===== config.mk =====
export PLATFORM = sky130hd
export DESIGN_NAME = reg_scan_stats
export DESIGN_NICKNAME = d
export VERILOG_FILES = /design/src/rtl/scan_pkg.sv /design/src/rtl/regfile_dp.sv /design/src/rtl/reg_scan_stats.sv
export SDC_FILE = /design/constraint.sdc
export NUM_CORES = 1
export LEC_CHECK = 0
export CAP_MARGIN = 20
export CORE_ASPECT_RATIO = 0.75
export CORE_UTILIZATION = 55
export CTS_CLUSTER_DIAMETER = 150
export DETAILED_ROUTE_END_ITERATION = 8
export PLACE_DENSITY = 0.85
export SYNTH_ARGS = -nofsm -noshare
export SYNTH_HDL_FRONTEND = slang
export SYNTH_SLANG_ARGS = --single-unit

===== constraint.sdc =====
create_clock -name Clk -period 3.25 [get_ports Clk]
set_input_delay 0.4875 -clock Clk [delete_from_list [all_inputs] [get_ports Clk]]
set_output_delay 0.4875 -clock Clk [all_outputs]
set_load 0.02 [all_outputs]

===== src/rtl/scan_pkg.sv =====
// rtl/scan_pkg.sv - shared FSM states and write-back mode encodings for reg_scan_stats
package scan_pkg;

  typedef enum logic [2:0] {
    IDLE,
    RD,
    EV,
    WR,
    DONE
  } state_t;

  localparam logic [1:0] MODE_STATS = 2'b00;
  localparam logic [1:0] MODE_SUB   = 2'b01;
  localparam logic [1:0] MODE_CLR   = 2'b10;

  // Only subtract and clear rewrite entries; the spare code behaves as stats-only.
  function automatic logic is_wb(input logic [1:0] m);
    return (m == MODE_SUB) || (m == MODE_CLR);
  endfunction

endpackage


===== src/rtl/regfile_dp.sv =====
// rtl/regfile_dp.sv - register file with one registered read port, one write port and sync clear
module regfile_dp #(
  parameter int DATA_W = 8,
  parameter int DEPTH  = 16,
  parameter int ADDR_W = $clog2(DEPTH)
) (
  input  logic              Clk,
  input  logic              Rst,
  input  logic              rd_en,
  input  logic [ADDR_W-1:0] rd_addr,
  output logic [DATA_W-1:0] rd_data,
  input  logic              wr_en,
  input  logic [ADDR_W-1:0] wr_addr,
  input  logic [DATA_W-1:0] wr_data
);

  logic [DATA_W-1:0] mem [DEPTH];

  // Clear wins over a same-cycle write; read data is held while rd_en is low.
  always_ff @(posedge Clk) begin
    if (Rst) begin
      for (int k = 0; k < DEPTH; k++) begin
        mem[k] <= '0;
      end
      rd_data <= '0;
    end else begin
      if (wr_en) begin
        mem[wr_addr] <= wr_data;
      end
      if (rd_en) begin
        rd_data <= mem[rd_addr];
      end
    end
  end

endmodule


===== src/rtl/reg_scan_stats.sv =====
// rtl/reg_scan_stats.sv - scan engine computing sum/min/max/hit count with optional write-back
module reg_scan_stats
  import scan_pkg::*;
#(
  parameter int DATA_W = 8,
  parameter int DEPTH  = 16,
  parameter int ADDR_W = $clog2(DEPTH),
  parameter int SUM_W  = DATA_W + ADDR_W
) (
  input  logic              Clk,
  input  logic              Rst,
  input  logic              go,
  input  logic [1:0]        mode,
  input  logic [DATA_W-1:0] thresh,
  input  logic              ld_en,
  input  logic [ADDR_W-1:0] ld_addr,
  input  logic [DATA_W-1:0] ld_data,
  output logic              busy,
  output logic              done,
  output logic [SUM_W-1:0]  sum,
  output logic [DATA_W-1:0] min,
  output logic [DATA_W-1:0] max,
  output logic [ADDR_W:0]   hit_cnt
);

  state_t            state;
  state_t            state_nxt;
  logic [ADDR_W:0]   idx;
  logic [1:0]        mode_q;
  logic [DATA_W-1:0] thresh_q;
  logic [DATA_W-1:0] rd_data;
  logic              hit;
  logic              last;
  logic              wr_en;
  logic [ADDR_W-1:0] wr_addr;
  logic [DATA_W-1:0] wr_data;

  // idx is one bit wider than the address so the last-entry test cannot alias.
  assign hit  = (rd_data >= thresh_q);
  assign last = (idx == (ADDR_W + 1)'(DEPTH - 1));

  // Host loads only land in IDLE; WR owns the write port during a scan.
  always_comb begin
    wr_en   = 1'b0;
    wr_addr = ld_addr;
    wr_data = ld_data;
    if (state == WR) begin
      wr_en   = 1'b1;
      wr_addr = idx[ADDR_W-1:0];
      wr_data = (mode_q == MODE_SUB) ? (rd_data - thresh_q) : '0;
    end else if (state == IDLE && ld_en) begin
      wr_en   = 1'b1;
    end
  end

  regfile_dp #(
    .DATA_W (DATA_W),
    .DEPTH  (DEPTH),
    .ADDR_W (ADDR_W)
  ) u_rf (
    .Clk     (Clk),
    .Rst     (Rst),
    .rd_en   (state == RD),
    .rd_addr (idx[ADDR_W-1:0]),
    .rd_data (rd_data),
    .wr_en   (wr_en),
    .wr_addr (wr_addr),
    .wr_data (wr_data)
  );

  // State register.
  always_ff @(posedge Clk) begin
    if (Rst) begin
      state <= IDLE;
    end else begin
      state <= state_nxt;
    end
  end

  // Next-state and status outputs.
  always_comb begin
    state_nxt = state;
    busy      = 1'b0;
    done      = 1'b0;
    case (state)
      IDLE: begin
        if (go) begin
          state_nxt = RD;
        end
      end
      RD: begin
        busy      = 1'b1;
        state_nxt = EV;
      end
      EV: begin
        busy = 1'b1;
        if (hit && is_wb(mode_q)) begin
          state_nxt = WR;
        end else if (last) begin
          state_nxt = DONE;
        end else begin
          state_nxt = RD;
        end
      end
      WR: begin
        busy      = 1'b1;
        state_nxt = last ? DONE : RD;
      end
      DONE: begin
        done      = 1'b1;
        state_nxt = IDLE;
      end
      default: begin
        state_nxt = IDLE;
      end
    endcase
  end

  // Index, latched controls and running statistics; stats reflect original values only.
  always_ff @(posedge Clk) begin
    if (Rst) begin
      idx      <= '0;
      mode_q   <= MODE_STATS;
      thresh_q <= '0;
      sum      <= '0;
      min      <= '0;
      max      <= '0;
      hit_cnt  <= '0;
    end else begin
      case (state)
        IDLE: begin
          if (go) begin
            mode_q   <= mode;
            thresh_q <= thresh;
            idx      <= '0;
            sum      <= '0;
            min      <= '1;
            max      <= '0;
            hit_cnt  <= '0;
          end
        end
        EV: begin
          sum <= sum + SUM_W'(rd_data);
          if (rd_data < min) begin
            min <= rd_data;
          end
          if (rd_data > max) begin
            max <= rd_data;
          end
          if (hit) begin
            hit_cnt <= hit_cnt + (ADDR_W + 1)'(1);
          end
          if (!(hit && is_wb(mode_q)) && !last) begin
            idx <= idx + (ADDR_W + 1)'(1);
          end
        end
        WR: begin
          if (!last) begin
            idx <= idx + (ADDR_W + 1)'(1);
          end
        end
        default: begin
        end
      endcase
    end
  end

endmodule


# Word level (Yosys, flattened, before mapping)
# Memory sizes are Yosys's and may differ from the RTL's. A register that Yosys moved wholly into a read port is not among the register bits.
# Index checks and enable logic that the tools add are counted.
[totals]
regBits = 51
latchBits = 0
ram_bits = 128
rom_bits = 0
in_bits = 26
out_inout_bits = 35
memories = 1
[classes]
addsub = 4
mul = 0
n_div = 0
order_cmp = 3
n_eq_ne = 13
shift = 0
muxes = 33
bitwise_logic = 0
reduce_logical = 17
[mem_list]
columns = ["memory", "depth", "width", "rd", "rd_ports_with_merged_regs", "write_ports", "line_no", "text"]
rows = [
  ["u_rf.mem", 16, 8, 1, 1, 16, "regfile_dp.sv:17", "logic [DATA_W-1:0] mem [DEPTH];"],
]
[op_table]
columns = ["cell", "count"]
rows = [
  ["$mux W8", 7],
  ["$pmux W8 S2", 2],
  ["$pmux W12 S2", 1],
  ["$mux W5", 4],
  ["$pmux W5 S3", 1],
  ["$add A12 B8 Y12", 1],
  ["$mux W12", 1],
  ["$ne A2 B2 Y1 const B", 6],
  ["$pmux W3 S4", 1],
  ["$add A5 B1 Y5 const B", 2],
  ["$mux W1", 10],
  ["$pmux W5 S2", 1],
  ["$mux W3", 3],
  ["$reduce_and A3 Y1", 3],
  ["$ge A8 B8 Y1", 1],
  ["$gt A8 B8 Y1", 1],
  ["$lt A8 B8 Y1", 1],
  ["$mux W4", 2],
  ["$reduce_or A8 Y1", 1],
  ["$sub A8 B8 Y8", 1],
  ["$eq A3 B2 Y1 const B", 2],
  ["$eq A5 B4 Y1 const B", 1],
  ["$reduce_and A2 Y1", 2],
  ["$reduce_and A4 Y1", 1],
  ["11 further kinds", 14],
]

# Logic depth before layout (Yosys ltp)
# Gate-level depths: netlist of run 1.
[logic_depth]
word_depth = 9
mapped_depth = 11
ltp_nobuf = 10

# Cells and area by module
# Synthesis of run 1 repeated with hierarchy kept, for this count alone.
[hier_totals]
hier_cells = 890
hier_area_um2 = 9644.2
[modules_own_cells]
columns = ["mod", "instances", "cells_each", "area_per_inst_um2", "seq_area_each_um2"]
rows = [
  ["regfile_dp", 1, 471, 6238.5, 4003.8],
  ["reg_scan_stats", 1, 419, 3405.8, 1021.0],
]

# Least setup slack after synthesis of run 1
# Ideal clock, no wire load.
[synth_path]
kind = "register to register"
startpoint = "register u_rf.rd_data[1], read port of u_rf.mem"
endpoint = "memory u_rf.mem[13][5], data pin"
arrival_time_ps = 2204
required_time_ps = 2978
setup_slack_ps = 774
path_stages_with_launch = 9
n_path_buf = 1
period_less_slack_ps = 2476
path_cell_list = "dfxtp_1 ha_1 nor2b_1 o31a_1 o21a_1 or3_1 a32oi_2 buf_4 nor2_1"
[synth_lines]
columns = ["item", "line_no", "text"]
rows = [
  ["from (decl)", "regfile_dp.sv:11", "output logic [DATA_W-1:0] rd_data,"],
  ["to (decl)", "regfile_dp.sv:17", ""],
]

# Worst setup path in the final report of run 1
[layout_path]
startpoint = "register u_rf.rd_data[0], read port of u_rf.mem"
endpoint = "register idx[3]"
[layout_between]
elab_chain_len = 6
[layout_lines]
columns = ["item", "line_no", "text"]
rows = [
  ["$ge A8 B8 Y1", "reg_scan_stats.sv:39", "assign hit = (rd_data >= thresh_q);"],
  ["$logic_and A1 B1 Y1", "reg_scan_stats.sv:153", "if (!(hit && is_wb(mode_q)) && !last) begin"],
  ["$logic_not A1 Y1", "reg_scan_stats.sv:153", ""],
  ["$logic_and A1 B1 Y1", "reg_scan_stats.sv:153", ""],
  ["$ne A2 B2 Y1 (no source line)", "n/a", ""],
  ["$reduce_and A4 Y1 (no source line)", "n/a", ""],
  ["to (signal assigned)", "reg_scan_stats.sv:154", "idx <= idx + (ADDR_W + 1)'(1);"],
  ["to (signal assigned)", "reg_scan_stats.sv:159", "idx <= idx + (ADDR_W + 1)'(1);"],
  ["to (decl)", "reg_scan_stats.sv:28", "logic [ADDR_W:0] idx;"],
]
# No other way between the ends.
# A chain may end at the register's enable or synchronous reset.

==> run summary, run 1 <==
Fmax achieved = 344 MHz
Yosys top cell by area = edfxtp_1
initial antenna violation count = 0
syn avg cell area = 11.1 um2
Worst-path clk slew = 70 ps
status = completed
critical path fanouts, max = 10
DR iter-0 viols = 833
# DRC = 0
Die X = 153 um
Final Skew = 8.42 ps
final hold violations = 0
CP Cell Sequence = inv_1, ha_1, inv_1, fa_1, nand3_1, a311oi_1, o31a_1, or3_1, o211ai_1, o41ai_1
Finish-stage setup viols = 0
die area = 17700 um2
Synth Flop Type = edfxtp_1
Final Cycle Share = 89.5%
RSZ-0062 raised after global routing = false
Worst Path Arrival = 3210 ps
min cycle time layout = 2910 ps
Port Buffers = 60
HPWL Detailed = 15800 um
Slew Limit Fails = 0
Critical Path End Type = flop
Synth top area share = 40.6%
antenna-violating nets left = 0
drt wl/cell = 20.5 um
global-route wire length before repair = 36100 um
P_leak = 0.00392 uW
vias in the first global route = 6519
Synth Cell Area = 9460 um2
area growth from synthesis to layout = 16.1%
FFs w/ async S/R, synth = 0%
Syn Inst Count = 852
Overall Global Routing Usage = 27.4%
die height = 116 um
via count = 7123
Post-CTS Resized = 0
Overflow after GRT = 0
number of max-cap violations = 0
worst slew pin tran = 1040 ps
postcts setup bufs = 0
Commonest cells post-synth = 155 x nor2_1, 128 x edfxtp_1, 69 x nand2_1
layout cells sized above 1 = 14.0%
# placed instances = 1115
number of synthesized register bits = 187
# diodes = 0
Worst path slowest cell = or3_1
Mapped Nets = 915
root buffer cell = clkbuf_16
yosys warns = 0
via/cell ratio = 6.22
CTS tree = done
highest cell delay on the worst timing path = 500 ps
setup TNS = 0 ps
Routed WL = 23500 um
count leader, synth = nor2_1
Max Buffers Root-to-Sink = 2
WS Path Type = flop to flop
Pwr per Cell Area = 534 nW/um2
drt pass-1 iters = 5
hold crit path type = flop to flop
CTS hold repair buffers = 0
Post-synth EDFFs = 128
pin count of the biggest net entering global routing = 78
# rows = 41
cts bufs inserted = 17
startpoint types = flop
gpl congestion = 0.860
Worst Path Required = 3550 ps
Starting Density = 56.2%
Post-Layout Cell Count = 1146
post-synthesis sequential area ratio = 53.1%
CP most frequent cell = inv_1
relative slew slack = 30.4%
core footprint = 16800 um2
Clock Latency Late Sink = 440 ps
library cells used by synthesis = 61
H-tree depth = 4
Peak VDD IR = 0.000386 V
Total Nets Final = 982
IO Pins = 61
top cells by area, synth = edfxtp_1 41%, dfxtp_1 12%, mux4_2 9.5%, nor2_1 6.2%, ha_1 4.6%
clock sinks = 187
[flip-flops by register name, summed over array words and instances (netlist names)]
| register | count |
|---|---|
| state | 3 |
| u_rf.mem | 128 |
| idx | 5 |
| min | 8 |
| sum | 12 |
| thresh_q | 8 |
| mode_q | 2 |
| u_rf.rd_data | 8 |
| hit_cnt | 5 |
| max | 8 |
[layout by cell type (no fill, tap or decap), types with 6 or more instances in the layout]
cell and count:
o211ai_1 8, nand3_1 14, o31ai_1 6, nor3_1 35, nor4_1 14, clkdlybuf4s50_1 59
nand2b_1 30, a211oi_1 12, nand2_1 69, ha_1 35, xnor2_1 6, nor2_1 155
or2_2 6, o21ai_1 16, mux4_2 40, a21oi_1 44, edfxtp_1 128, a21oi_2 6
buf_4 36, dfxtp_1 58, nor2b_1 6, o21ai_0 13, inv_1 27, clkbuf_16 17
[routing by layer]
metal,track usage (%),vias to the layer above,part of all wire [%]
met5,0,-,0
met4,10.5,0,2.2
met3,8.12,44,10
met2,41.0,377,45
met1,38.3,3446,43
li1,-,3256,-
[final timing paths]
kind | cells after the start | from | to | slack, ps
max | 10 | u_rf.rd_data[0] | idx[3] | 340
min | 2 | thresh_q[3] | thresh_q[3] | 450
max reg2reg | 10 | u_rf.rd_data[0] | idx[3] | 340
min reg2reg | 2 | thresh_q[3] | thresh_q[3] | 450
[cell type report]
cell class | instances | area [um2]
clock buffer | 18 | 429
multi-input combinational | 590 | 4110
sequential | 187 | 5030
tap | 215 | 269
fill | 1210 | 5840
clock inverter | 13 | 176
timing repair buffer | 96 | 866
inverter | 27 | 101
[worst max-delay path: cells and delay by family (launching register included)]
| family | cells | cell delay (ps) |
|---|---|---|
| AO/OA/AOI/OAI | 4 | 810 |
| AND/OR/NAND/NOR | 2 | 680 |
| adder cells (fa/ha/maj) | 2 | 650 |
| flip-flops | 1 | 350 |
| buffers and inverters | 2 | 270 |
[report_power, final]
part | total, uW | leakage [uW] | internal, uW | switching [uW]
clock network | 2150 | 0.000281 | 1270 | 881
logic | 962 | 0.00184 | 389 | 573
registers | 2750 | 0.00180 | 2650 | 97.7
[through the flow]
stage | setup slack (ps) | utilization, % | total power, uW | cell area [um2] | hold WS, ps
6_report | 341 | 65.3 | 5870 | 11000 | 455
5_1_grt | 249 | 65.3 | 6050 | 11000 | 483
4_1_cts | 387 | 65.3 | 5860 | 11000 | 459
3_5_place_dp | 447 | 61.7 | 3730 | 10400 | 449
3_3_place_gp | 548 | 61.7 | 3710 | 10400 | 443
2_1_floorplan | 774 | - | 3420 | 9460 | 436
[kinds of logic after synthesis]
| group | synth area share, % |
|---|---|
| buffers and inverters | 3.47 |
| XOR/XNOR | 0.833 |
| AND/OR/NAND/NOR | 17.4 |
| adder cells (fa/ha/maj) | 5.05 |
| flip-flops | 53.1 |
| AO/OA/AOI/OAI | 10.1 |
| multiplexers | 10.1 |
No activity file was read; power rests on OpenSTA's default activity.
==> run 2, diff against run 1 <==
- SKIP_CTS_REPAIR_TIMING: not set -> 1
==> results of run 2 <==
The final DEF is identical to that of run 1; final timing and power are the same.
==> run 3, diff against run 2 <==
- CORE_UTILIZATION: 55 -> 54
- PLACE_DENSITY: 0.85 -> 0.87
- clock period: 3.25 -> 2.4 ns (I/O delays scaled with it)
==> run 3 against run 2 <==
The run now ends with design-rule violations, negative setup slack left. Hold slack got worse by 36 ps. Sequential power grew 34%. Via count grew 8.7%. Largest power group unchanged. Cell area grew 7.3%. Setup slack worse by 410 ps. Count of clock-buffer cells in the layout fell by 1. Wire length rose by 14%. Non-clock buffer count increased by 56. Register-to-register slack got worse by 410 ps. Global-route usage is 1.7 points higher. Flip-flop and latch count is the same. Critical path depth down 1.
==> run summary, run 3 (synthesis gave the netlist of run 1 again) <==
vias in the first global route = 7000 (+7.4%)
Slew Limit Fails = 0 (unchanged)
number of max-cap violations = 0 (unchanged)
hold crit path type = input port to flop
min cycle time layout = 2470 ps (-437 ps)
# diodes = 0 (unchanged)
number of flip-flops in the largest register = 128 (unchanged)
core footprint = 17000 um2 (+0.91%)
P_leak = 0.00432 uW (+10%)
Biggest register = u_rf.mem
failing checks = design-rule violations, negative setup slack
via/cell ratio = 6.32 (+1.7%)
Max Buffers Root-to-Sink = 2 (unchanged)
area growth from synthesis to layout = 24.6%
Routed WL = 26800 um (+14%)
Worst-path clk slew = 70 ps (about the same)
Final Cycle Share = 103% (+14 points)
startpoint types = flop
gpl congestion = 0.911 (+5.9%)
Total Nets Final = 1039 (+5.8%)
critical path fanouts, max = 8 (-2)
via count = 7744 (+8.7%)
Starting Density = 55.7% (-0.51 points)
WS Path Type = flop to flop
die height = 117 um (+0.90%)
Overflow after GRT = 0 (unchanged)
layout cells sized above 1 = 22.3% (+8.4 points)
Finish-stage setup viols = 16 (+16)
worst slew pin tran = 757 ps (-287 ps)
H-tree depth = 4 (unchanged)
fin worst setup slack = -72.0 ps (-413 ps)
most frequent cells in the layout = 149 x nor2_1, 128 x edfxtp_1, 78 x buf_4
Final Skew = 9.10 ps (+0.683 ps)
clock sinks = 187 (unchanged)
Clock Latency Late Sink = 450 ps (about the same)
Critical Path End Type = flop
pin count of the biggest net entering global routing = 78 (unchanged)
drt pass-1 iters = 7 (+2)
commonest non-fill, non-tap cell in the layout = nor2_1
antenna-violating nets left = 0 (unchanged)
die area = 18100 um2 (+1.8%)
CTS tree = done
Overall Global Routing Usage = 29.1% (+1.7 points)
RSZ-0062 raised after global routing = true
Die X = 155 um (+0.91%)
DR iter-0 viols = 1242 (+49%)
Fmax achieved = 405 MHz (+18%)
IO Pins = 61 (unchanged)
# rows = 41 (unchanged)
drt wl/cell = 21.9 um (+6.5%)
global-route wire length before repair = 38900 um (+7.7%)
Port Buffers = 60 (unchanged)
HPWL Detailed = 17500 um (+11%)
Peak VDD IR = 0.000578 V (+50%)
Pwr per Cell Area = 699 nW/um2 (+31%)
# DRC = 1 (+1)
setup TNS = -705 ps (-705 ps)
worst hold margin = 419 ps (-36.1 ps)
Worst Path Required = 2600 ps (-950 ps)
pre-CTS WS = -68.7 ps (-515 ps)
final hold violations = 0 (unchanged)
relative slew slack = 49.1% (+19 points)
status = finished, violations left
cts bufs inserted = 17 (unchanged)
initial antenna violation count = 0 (unchanged)
root buffer cell = clkbuf_16
biggest regs = u_rf.mem (128), sum (12)
Worst Path Arrival = 2680 ps (-530 ps)
run 3: per-layer routing:
| layer | GRT usage [%] | wire length, um |
|---|---|---|
| met1 | 40.5 | 10500 |
| met2 | 44.2 | 12200 |
| met3 | 7.87 | 3250 |
| met4 | 11.2 | 765 |
| met5 | 0 | 0 |
run 3: area by class of cell:
type	count	area, um2
clock buffers	17	425
clock inverters	15	178
fillers	1107	5200
inverters	27	104
multi-input cells	591	4280
flip-flops and latches	187	5030
well taps	236	295
repair buffers	152	1460
run 3: per-stage QoR:
stage | util (%) | area [um2] | cells | power (uW)
6_report | 69.4 | 11800 | 1225 | 8240
4_1_cts | 67.7 | 11500 | 1214 | 8070
3_5_place_dp | 64.1 | 10900 | 1182 | 5210
2_1_floorplan | - | 9460 | 852 | 4640
5_1_grt | 69.4 | 11800 | 1225 | 8490
3_3_place_gp | 64.1 | 10900 | 1182 | 5160
run 3: power breakdown:
group / switching [uW] / internal [uW] / total [uW]
Combinational: 929 / 702 / 1630
Sequential: 92.6 / 3590 / 3680
Clock: 1350 / 1580 / 2920
Total: 2370 / 5870 / 8240
run 3: final timing paths:
path / to / start / slack (ps) / cells past startpoint
setup / recovery: u_rf.mem[2][5] / thresh_q[1] / -70 / 9
hold / removal: sum[5] / Rst / 420 / 3
setup reg to reg: u_rf.mem[2][5] / thresh_q[1] / -70 / 9
hold reg to reg: thresh_q[4] / thresh_q[4] / 460 / 2
run 3: critical path: stages, from the launching register on:
cell and delay, ps:
dfxtp_2 360, inv_4 50, ha_4 230, nor2b_4 130, o31a_1 280, o21a_1 200
or3_4 340, a32oi_4 350, clkbuf_16 240, nor2_1 50
